===== config.mk =====
export PLATFORM = sky130hd
export DESIGN_NAME = reg_file_flat
export DESIGN_NICKNAME = d
export VERILOG_FILES = /design/src/rtl/reg_file_if.sv /design/src/rtl/reg_file.sv /design/src/flat_wrapper.sv
export SDC_FILE = /design/constraint.sdc
export NUM_CORES = 1
export LEC_CHECK = 0
export BUFFER_PORTS_ARGS = -buffer_cell sky130_fd_sc_hd__buf_2
export CAP_MARGIN = 40
export CELL_PAD_IN_SITES_DETAIL_PLACEMENT = 0
export CELL_PAD_IN_SITES_GLOBAL_PLACEMENT = 1
export CORE_MARGIN = 3
export CORE_UTILIZATION = 53
export DETAILED_ROUTE_END_ITERATION = 8
export PLACE_DENSITY_LB_ADDON = 0.2
export SYNTH_ARGS = -nofsm -noshare
export SYNTH_HDL_FRONTEND = slang
export SYNTH_SLANG_ARGS = --single-unit

===== constraint.sdc =====
create_clock -name CLK -period 7.1 [get_ports CLK]
set_input_delay 1.42 -clock CLK [delete_from_list [all_inputs] [get_ports CLK]]
set_output_delay 1.42 -clock CLK [all_outputs]
set_load 0.02 [all_outputs]

===== src/rtl/reg_file_if.sv =====
// Bus bundle for the datapath register bank: one write port and two
// independent registered read ports (A, B). The master drives requests,
// the slave (reg_file) returns read data and valid strobes.
interface reg_file_if #(
    parameter int WIDTH = 8,
    parameter int AW    = 3
);
    logic             WE;
    logic [AW-1:0]    WADDR;
    logic [WIDTH-1:0] WDATA;

    logic             RE_A;
    logic [AW-1:0]    RADDR_A;
    logic [WIDTH-1:0] RDATA_A;
    logic             RVALID_A;

    logic             RE_B;
    logic [AW-1:0]    RADDR_B;
    logic [WIDTH-1:0] RDATA_B;
    logic             RVALID_B;

    modport master (
        output WE, WADDR, WDATA,
        output RE_A, RADDR_A,
        output RE_B, RADDR_B,
        input  RDATA_A, RVALID_A,
        input  RDATA_B, RVALID_B
    );

    modport slave (
        input  WE, WADDR, WDATA,
        input  RE_A, RADDR_A,
        input  RE_B, RADDR_B,
        output RDATA_A, RVALID_A,
        output RDATA_B, RVALID_B
    );
endinterface


===== src/rtl/reg_file.sv =====
// Register bank for the datapath: 2**AW words of WIDTH bits, one
// clock-enabled write port and two registered read ports with a one-cycle
// latency, a valid strobe per port and same-edge write-to-read forwarding.
// With ZERO_R0 set, word 0 is a constant zero: writes to it are dropped and
// reads of it (including forwarded ones) return zero.
module reg_file #(
    parameter int WIDTH   = 8,
    parameter int AW      = 3,
    parameter int ZERO_R0 = 0
) (
    input  logic       CLK,
    input  logic       RST,
    reg_file_if.slave  bus
);
    localparam int DEPTH = 2 ** AW;

    logic [WIDTH-1:0] mem_q [DEPTH];
    logic [WIDTH-1:0] mem_d [DEPTH];

    logic [WIDTH-1:0] rdata_a_q, rdata_a_d;
    logic             rvalid_a_q, rvalid_a_d;
    logic [WIDTH-1:0] rdata_b_q, rdata_b_d;
    logic             rvalid_b_q, rvalid_b_d;

    logic             wr_blocked;
    logic             zero_a, zero_b;
    logic             fwd_a, fwd_b;

    // Decode which addresses are pinned to zero and which reads see the
    // write landing on the same edge.
    always_comb begin
        wr_blocked = (ZERO_R0 != 0) && (bus.WADDR == '0);
        zero_a     = (ZERO_R0 != 0) && (bus.RADDR_A == '0);
        zero_b     = (ZERO_R0 != 0) && (bus.RADDR_B == '0);
        fwd_a      = bus.WE && (bus.RADDR_A == bus.WADDR);
        fwd_b      = bus.WE && (bus.RADDR_B == bus.WADDR);
    end

    // Next memory contents: only the addressed word changes on a write.
    always_comb begin
        for (int i = 0; i < DEPTH; i++) begin
            mem_d[i] = mem_q[i];
        end
        if (bus.WE && !wr_blocked) begin
            mem_d[bus.WADDR] = bus.WDATA;
        end
    end

    // Port A next state: data only moves on a request, valid mirrors RE.
    always_comb begin
        rdata_a_d  = rdata_a_q;
        rvalid_a_d = bus.RE_A;
        if (bus.RE_A) begin
            if (zero_a) begin
                rdata_a_d = '0;
            end else if (fwd_a) begin
                rdata_a_d = bus.WDATA;
            end else begin
                rdata_a_d = mem_q[bus.RADDR_A];
            end
        end
    end

    // Port B next state: identical to port A, fully independent.
    always_comb begin
        rdata_b_d  = rdata_b_q;
        rvalid_b_d = bus.RE_B;
        if (bus.RE_B) begin
            if (zero_b) begin
                rdata_b_d = '0;
            end else if (fwd_b) begin
                rdata_b_d = bus.WDATA;
            end else begin
                rdata_b_d = mem_q[bus.RADDR_B];
            end
        end
    end

    // Storage array; reset clears every word without waiting for a clock.
    always_ff @(posedge CLK or posedge RST) begin
        if (RST) begin
            for (int i = 0; i < DEPTH; i++) begin
                mem_q[i] <= '0;
            end
        end else begin
            for (int i = 0; i < DEPTH; i++) begin
                mem_q[i] <= mem_d[i];
            end
        end
    end

    // Read output registers; reset also cancels any read in flight.
    always_ff @(posedge CLK or posedge RST) begin
        if (RST) begin
            rdata_a_q  <= '0;
            rvalid_a_q <= 1'b0;
            rdata_b_q  <= '0;
            rvalid_b_q <= 1'b0;
        end else begin
            rdata_a_q  <= rdata_a_d;
            rvalid_a_q <= rvalid_a_d;
            rdata_b_q  <= rdata_b_d;
            rvalid_b_q <= rvalid_b_d;
        end
    end

    assign bus.RDATA_A  = rdata_a_q;
    assign bus.RVALID_A = rvalid_a_q;
    assign bus.RDATA_B  = rdata_b_q;
    assign bus.RVALID_B = rvalid_b_q;
endmodule


===== src/flat_wrapper.sv =====
// flat-port wrapper written by rule: the top's interface ports become plain ports
module reg_file_flat 
#(
    parameter int WIDTH   = 8,
    parameter int AW      = 3,
    parameter int ZERO_R0 = 0
)
  (CLK, RST, bus_WE, bus_WADDR, bus_WDATA, bus_RE_A, bus_RADDR_A, bus_RE_B, bus_RADDR_B, bus_RDATA_A, bus_RVALID_A, bus_RDATA_B, bus_RVALID_B);
  reg_file_if #(.WIDTH(WIDTH), .AW(AW)) bus_i ();
  input  logic CLK;
  input  logic RST;
  input wire logic [$bits(bus_i.WE)-1:0] bus_WE;
  input wire logic [$bits(bus_i.WADDR)-1:0] bus_WADDR;
  input wire logic [$bits(bus_i.WDATA)-1:0] bus_WDATA;
  input wire logic [$bits(bus_i.RE_A)-1:0] bus_RE_A;
  input wire logic [$bits(bus_i.RADDR_A)-1:0] bus_RADDR_A;
  input wire logic [$bits(bus_i.RE_B)-1:0] bus_RE_B;
  input wire logic [$bits(bus_i.RADDR_B)-1:0] bus_RADDR_B;
  output wire logic [$bits(bus_i.RDATA_A)-1:0] bus_RDATA_A;
  output wire logic [$bits(bus_i.RVALID_A)-1:0] bus_RVALID_A;
  output wire logic [$bits(bus_i.RDATA_B)-1:0] bus_RDATA_B;
  output wire logic [$bits(bus_i.RVALID_B)-1:0] bus_RVALID_B;
  assign bus_i.WE = bus_WE;
  assign bus_i.WADDR = bus_WADDR;
  assign bus_i.WDATA = bus_WDATA;
  assign bus_i.RE_A = bus_RE_A;
  assign bus_i.RADDR_A = bus_RADDR_A;
  assign bus_i.RE_B = bus_RE_B;
  assign bus_i.RADDR_B = bus_RADDR_B;
  assign bus_RDATA_A = bus_i.RDATA_A;
  assign bus_RVALID_A = bus_i.RVALID_A;
  assign bus_RDATA_B = bus_i.RDATA_B;
  assign bus_RVALID_B = bus_i.RVALID_B;
  reg_file #(.WIDTH(WIDTH), .AW(AW), .ZERO_R0(ZERO_R0)) u_core (.CLK(CLK), .RST(RST), .bus(bus_i));
endmodule

After elaboration in Yosys (flattened, before gate mapping)
Index checks and enable logic that the tools add are counted.
Operators by class
  bitwise logic cells: 3
  reductions and logical operators: 3
  magnitude comparators: 4
  equality and inequality tests: 2
  mux-type cells: 11
Operators by type and width (count)
  64-bit bitwise mux: 1
  8-bit 2-to-1 mux: 7
  8-bit binary-select mux with 3-bit select: 2
  8-bit demux with 3-bit select: 1
  4-bit >= comparator, second input constant: 3
  3-bit NOT with 4-bit output: 3
  3-bit equality test: 2
  4-bit by 1-bit less-than comparator with 1-bit output, second input constant: 1
  1-bit logical AND: 3
Word-level totals
  bits of input ports: 22
  bits in registers: 82
  output and inout bits: 18

Logic depth before layout (Yosys ltp)
Gate-level depths: netlist of the first run.
  depth in word-level cells: 6
  mapped depth: 5
  depth with buffers taken out: 3

Worst setup path after synthesis of the first run
No wires, ideal clock.
  kind: input to register
  start: input port bus_RADDR_B[0]
  end: register u_core.rdata_b_q[1], in the netlist u_core.bus.RDATA_B[1]
  data arrival time: 2685 ps
  setup slack: 4266 ps
  cell stages on the path: 5
  library setup time: 149 ps
  path through: buf_2 buf_2 mux4_2 mux2i_1 o221ai_1
On the way
  longest elaborated chain between the ends: 5
  elaborated cells on any way between the ends: 7
  those cells by class: eq/ne: 1; mux: 4; bitwise: 1; reduce/logical: 1
Ends and longest elaborated chain
  start, declared: line flat_wrapper.sv:18  | input wire logic [$bits(bus_i.RADDR_B)-1:0] bus_RADDR_B;
  3-bit NOT with 4-bit output (implied by the code): line reg_file.sv:74  | rdata_b_d = mem_q[bus.RADDR_B];
  8-bit binary-select mux with 3-bit select: line reg_file.sv:74
  8-bit 2-to-1 mux (implied by the code) (2 in series): line reg_file.sv:74
  8-bit 2-to-1 mux *: line reg_file.sv:71  | end else if (fwd_b) begin
  end signal, assigned: line reg_file.sv:102  | rdata_b_q <= rdata_b_d;
  end, declared: line reg_file.sv:22  | logic [WIDTH-1:0] rdata_b_q, rdata_b_d;
Every way passes the cells marked *; elsewhere a longest branch is shown, timed or not. The select of a mux whose other input is x is not followed.
A chain may end at the register's enable or synchronous reset.

Worst setup path after layout of the first run
  start: input port bus_RADDR_B[0]
  end: register u_core.rdata_b_q[6], in the netlist u_core.bus.RDATA_B[6]
Same word-level chain as after synthesis.

==> results of run 1 <==
worst max-delay path by stage:
stage,startpoint,end,slack [ns],cells after the start
3_5_place_dp,bus_RADDR_B[0],u_core.bus.RDATA_B[6]$_DFFE_PP0P_,3.74,4
2_1_floorplan,RST,u_core.bus.RDATA_A[0]$_DFFE_PP0P_,3.57,1
3_3_place_gp,bus_RADDR_B[0],u_core.bus.RDATA_B[5]$_DFFE_PP0P_,3.75,4
4_1_cts,bus_RADDR_B[0],u_core.bus.RDATA_B[6]$_DFFE_PP0P_,4.13,4
6_report,bus_RADDR_B[0],u_core.bus.RDATA_B[6]$_DFFE_PP0P_,4.11,4
5_1_grt,bus_RADDR_B[0],u_core.bus.RDATA_B[6]$_DFFE_PP0P_,4.03,4
Yosys cell counts, types with 3 or more instances:
library cell  count
buf_2            13
mux2_2           42
nand2_1          31
clkbuf_1          6
a221o_1           3
nor2_1            5
or2_2             3
mux2i_1          10
xnor2_1           3
xor2_1            3
a221oi_1          5
o221ai_1          5
nand2b_1          6
nor2b_1           3
o221a_1           3
nand4b_1          3
mux4_2           27
o21ai_0          28
inv_1            10
dfrtp_1          82
mux4_1            5
routing by layer:
layer	wire, µm	vias up	share of wire [%]	global-route usage (%)
met1	4203	1431	42	32.78
met2	4811	110	48	39.22
met4	150	0	1.5	9.375
met3	800	14	8.0	5.604
li1	-	1229	-	-
met5	0	-	0	0
metrics by stage:
stage               std cells  setup WS (ns)
finish                    446          4.112
floorplan                 309          3.572
detailed placement        431          3.742
CTS                       446          4.127
global placement          425          3.754
global route              446          4.026
power groups by stage:
stage	Combinational [µW]	Sequential [µW]	Clock, µW
final	308	631	281
after global routing	337	644	312
after CTS	310	630	290
after detailed placement	310	639	0
after global placement	297	633	0
after floorplan	214	645	0
sequential cells by signal (all words and copies together), names as in the netlist:
| register | flops |
|---|---|
| u_core.bus.RDATA_B | 8 |
| u_core.mem_q | 64 |
| u_core.bus.RVALID_B | 1 |
| u_core.bus.RVALID_A | 1 |
| u_core.bus.RDATA_A | 8 |
logic make-up after synthesis:
group                     after synthesis  share of synthesized area [%]
buffers and inverters                  33                          3.603
and+or+nand+nor                        58                          7.267
DFF                                    82                          48.84
muxes                                  84                          31.24
xor gates and xnor gates                6                          1.251
AOI/OAI and AO/OA                      46                          7.802
critical path: cells and delay by family:
family	cells	cell delay [ns]
simple gates	1	0.78
buf+inv	1	0.47
compound gates	1	0.33
xor+xnor	1	0.21
final cells by class:
| cell class | instances | area (µm²) |
|---|---|---|
| fill | 612 | 2838 |
| sequential | 82 | 2052 |
| multi-input combinational | 194 | 1998 |
| timing repair buffer | 46 | 282.8 |
| clock buffer | 12 | 135.1 |
| tap | 99 | 123.9 |
| inverter | 10 | 38.79 |
| clock inverter | 3 | 17.52 |
==> impl_metrics.json, run 1 <==
{
  "rrSetupSlack_ns": 5.46,
  "io-pin-count": 40,
  "port_buffers": 39,
  "cts_hold_buf": 0,
  "synth_area_per_cell_um2": 13.60,
  "coreArea_um2": 7486,
  "grt_max_degree": 59,
  "crit_required_ns": 7.33,
  "finalSetupTns_ns": 0,
  "clk_latency_ns": 0.34,
  "cts_buffer_depth": 2,
  "slew_viol_final": 0,
  "insertedDiodeCount": 0,
  "dieArea_um2": 9032,
  "clk_pin_slew_ns": 0.08,
  "syn_nets": 331,
  "arrival_ns": 3.22,
  "start_util_pct": 56.13,
  "hp-class": "reg2reg",
  "cts_tree": "done",
  "setup_viol": 0,
  "ys.flop_type": "dfrtp_1",
  "holdPathEnd": "u_core.mem_q[8]$_DFFE_PP0P_",
  "final_area_um2": 4648,
  "drive_gt1_share_pct": 39.19,
  "die_x_um": 95.04,
  "rsz0062_at_grt": "false",
  "h-tree-depth": 3,
  "rows": 31,
  "synth_warnings": 0,
  "numCtsBuffers": 9,
  "p_comb_share_pct": 25.2,
  "max-vdd-ir-drop_uv": 109.8,
  "wl_um": 9966,
  "timing.fmax_ghz": 0.3347,
  "synth_area_leaders": "dfrtp_1 49%, mux4_2 14%, mux2_2 11%",
  "total_power_uw": 1220,
  "p_per_area_nw_per_um2": 262.4,
  "ys_ff_latch": 82,
  "p_int_uw": 858.4,
  "dpl_cell_area_um2": 4496,
  "worstSetupEndpointType": "flip-flop",
  "antenna_found_initial": 0,
  "yosysTopAreaCellShare_pct": 48.84,
  "finish.utilization_pct": 62.09,
  "crit_chain": "buf_2, xor2_1, or4_1, o221a_1",
  "cts.repair.resized": 0,
  "ff2ff_path_depth": 3,
  "worstSetupStartpointType": "input port",
  "critPathMaxFanout": 17,
  "dieHeight_um": 95.04,
  "postCtsSetupBuffers": 0,
  "cp_slowest_cell": "or4_1",
  "p_clk_share_pct": 23.1,
  "drt_iter0_drc": 259,
  "swShare_pct": 29.63,
  "ys_types": 31,
  "p_sw_uw": 361.5,
  "track_usage_pct": 24.48,
  "area_delta_synth_final_pct": 10.63,
  "drt_first_pass_iters": 4,
  "synth_enable_flop_cells": 0,
  "synth_area_um2": 4202,
  "worstMarginPinSlew_ns": 0.8145,
  "hold_depth": 2,
  "ys_seq_area_share_pct": 48.84,
  "cts-root-buf": "clkbuf_8",
  "worstHoldStart": "u_core.mem_q[8]$_DFFE_PP0P_",
  "hold_viol": 0,
  "gp_congestion": 0.8104,
  "wl_per_cell_um": 22.35,
  "relSlewSlack_pct": 45.41,
  "final_common_cell": "dfrtp_1",
  "finalNetCount": 365,
  "final_cell_mix": "82 x dfrtp_1, 42 x mux2_2, 39 x buf_2",
  "timing.rr.start": "u_core.mem_q[15]$_DFFE_PP0P_",
  "async_reset_ff_share_pct": 100.0,
  "yosys.area.top_type": "dfrtp_1",
  "crit_type": "in2reg",
  "max_stage_delay_ns": 0.78,
  "seq_power_share_pct": 51.7,
  "status": "complete, no violations",
  "period_share_pct": 42.08,
  "layout_min_cycle_time_ns": 2.988,
  "p_leak_uw": 0.002031,
  "synthCells": 309,
  "vias_per_cell": 6.242,
  "place_hpwl_um": 6483,
  "grt_overflow_total": 0,
  "drc": 0,
  "r2r-end": "u_core.bus.RDATA_A[7]$_DFFE_PP0P_",
  "num_vias": 2784,
  "first_global_vias": 2895,
  "ant_nets": 0,
  "whs_ns": 0.5024,
  "clock_sinks": 82,
  "fin_skew_ns": 0.004980,
  "cap_violations": 0,
  "grt_pass1_wl_um": 15900
}
Note: power is estimated with default switching activity, not from simulation.
==> run 2, diff against run 1 <==
Settings changed: CORE_UTILIZATION 53 to 49.
Clock period 7.1 ns to 2.85 ns, I/O delays scaled along.
==> run 2 against run 1 <==
Global-route usage decreased by 1.5 points. Flip-flop and latch count unchanged. Clock-buffer cell count decreased by 1. Non-clock buffer count increased by 10. Via count increased by 0.68%. Hold slack got worse by 0.24 ns. Cell area increased by 2.7%. Die area increased by 7.6%. Sequential share of layout area decreased by 1.2 points. Wire length increased by 5.7%. Clock power increased to 3.3 times the previous value. Critical path type unchanged. Largest cell class unchanged. Largest power group unchanged. Highest routed layer unchanged.
==> impl_metrics.json, run 2 (synthesized netlist as in run 1, its figures left out) <==
{
  "status": "complete, no violations",
  "rsz0062_at_grt": "false",
  "setup_viol": 0,
  "swShare_pct": 28.43,
  "p_comb_share_pct": 23.5,
  "cts-root-buf": "clkbuf_8",
  "critPathTopFamily": "simple AND/OR/NAND/NOR gates",
  "crit_required_ns": 3.08,
  "die_x_um": 98.60,
  "p_per_area_nw_per_um2": 687.5,
  "slew_viol_final": 0,
  "start_util_pct": 50.88,
  "worstMarginPinSlew_ns": 0.7238,
  "place.detailed.instances": 447,
  "final_cell_mix": "82 x dfrtp_1, 42 x mux2_2, 39 x buf_2",
  "p_clk_share_pct": 28.4,
  "p_leak_uw": 0.002100,
  "p_sw_uw": 932.9,
  "hold_viol": 0,
  "insertedDiodeCount": 0,
  "grt_max_degree": 52,
  "hp-class": "in2async",
  "crit_chain": "buf_2, xor2_1, or4_1, o221a_1",
  "antenna_found_initial": 0,
  "numCtsBuffers": 9,
  "dieHeight_um": 98.60,
  "clk_pin_slew_ns": 0.08,
  "rows": 33,
  "largest_reg_flops": 64,
  "seq_area_um2": 2052,
  "wl_um": 10530,
  "timing.fmax_ghz": 0.5377,
  "clock_sinks": 82,
  "dieArea_um2": 9722,
  "finalNetCount": 375,
  "relSlewSlack_pct": 51.58,
  "largest-register": "u_core.mem_q",
  "grt_overflow_total": 0,
  "io-pin-count": 40,
  "fillers": 690,
  "fin_cells": 462,
  "p_int_uw": 2349,
  "worstSetupEndpointType": "flip-flop",
  "area_delta_synth_final_pct": 13.61,
  "wl_per_cell_um": 22.79,
  "drive_gt1_share_pct": 41.46,
  "first_global_vias": 2894,
  "seq_power_share_pct": 48.1,
  "whs_ns": 0.2586,
  "cp_slowest_cell": "or4_1",
  "final_area_um2": 4773,
  "postCtsSetupBuffers": 0,
  "drc": 0,
  "cts_tree": "done",
  "cts.repair.resized": 0,
  "cts_buffer_depth": 2,
  "vias_per_cell": 6.067,
  "clk_latency_ns": 0.34,
  "layout_min_cycle_time_ns": 1.860,
  "arrival_ns": 2.09,
  "final_common_cell": "dfrtp_1",
  "cap_violations": 0,
  "gp_congestion": 0.8238,
  "fin_skew_ns": 0.008851,
  "worstSetupStartpointType": "input port",
  "coreArea_um2": 8258,
  "port_buffers": 39,
  "drt_first_pass_iters": 4,
  "cts_hold_buf": 0,
  "place_hpwl_um": 6985,
  "max_stage_delay_ns": 0.77,
  "max-vdd-ir-drop_uv": 327.0,
  "crit_start": "bus_RADDR_B[2]",
  "finalSetupTns_ns": 0,
  "finish.utilization_pct": 57.80,
  "critPathMaxFanout": 8,
  "drt_iter0_drc": 196,
  "num_vias": 2803,
  "timing.rr.start": "u_core.mem_q[47]$_DFFE_PP0P_",
  "track_usage_pct": 23.03,
  "crit_type": "in2reg",
  "period_share_pct": 65.25,
  "multi_input_area_um2": 1998,
  "crit_buf_inv": 1,
  "h-tree-depth": 3,
  "dpl_cell_area_um2": 4556,
  "grt_pass1_wl_um": 16860,
  "ant_nets": 0
}
run 2: changes by cell type in the layout (fill, tap and decap cells not counted), sizes merged:
cell | before | now
clkinv | 3 | 2
bufinv | 0 | 2
clkbuf | 12 | 11
buf | 46 | 56
run 2: worst paths after layout:
kind	slack, ns	to	cells after the start
max in group asynchronous	1.94	u_core.mem_q[39]$_DFFE_PP0P_	3
worst min register to register	0.51	u_core.mem_q[39]$_DFFE_PP0P_	2
worst max register to register	1.24	u_core.bus.RDATA_A[7]$_DFFE_PP0P_	3
min in group CLK	0.49	u_core.bus.RVALID_B$_DFF_PP0_	1
worst max-delay path	0.99	u_core.bus.RDATA_B[6]$_DFFE_PP0P_	4
worst min-delay path	0.26	u_core.mem_q[46]$_DFFE_PP0P_	2
run 2: power by group through the flow:
stage	combinational [µW]	sequential (µW)	clock [µW]
final	771	1580	933
after global routing	845	1610	997
after CTS	780	1570	951
after detailed placement	779	1590	0
after global placement	760	1590	0
after floorplan	532	1610	0
run 2: final cells by class:
type,instances,area share (%)
sequential,82,42.99
multi-input combinational,194,41.86
timing repair buffer,56,7.025
clock buffer,11,2.962
tap,105,2.752
clock inverter,4,1.599
inverter,10,0.8126
run 2: per-layer routing:
| metal | vias up | track usage (%) | part of all wire (%) |
|---|---|---|---|
| met1 | 1471 | 33.84 | 46 |
| met5 | - | 0 | 0 |
| met2 | 80 | 36.14 | 48 |
| met4 | 0 | 6.723 | 0.81 |
| li1 | 1245 | - | - |
| met3 | 7 | 3.255 | 5.3 |
run 2: per-stage QoR:
stage | total power (µW) | setup slack (ns)
after floorplan | 2139 | 0.1716
after global placement | 2347 | 0.6555
after detailed placement | 2373 | 0.6177
after CTS | 3304 | 0.9895
after global routing | 3450 | 0.9451
final | 3282 | 0.9904
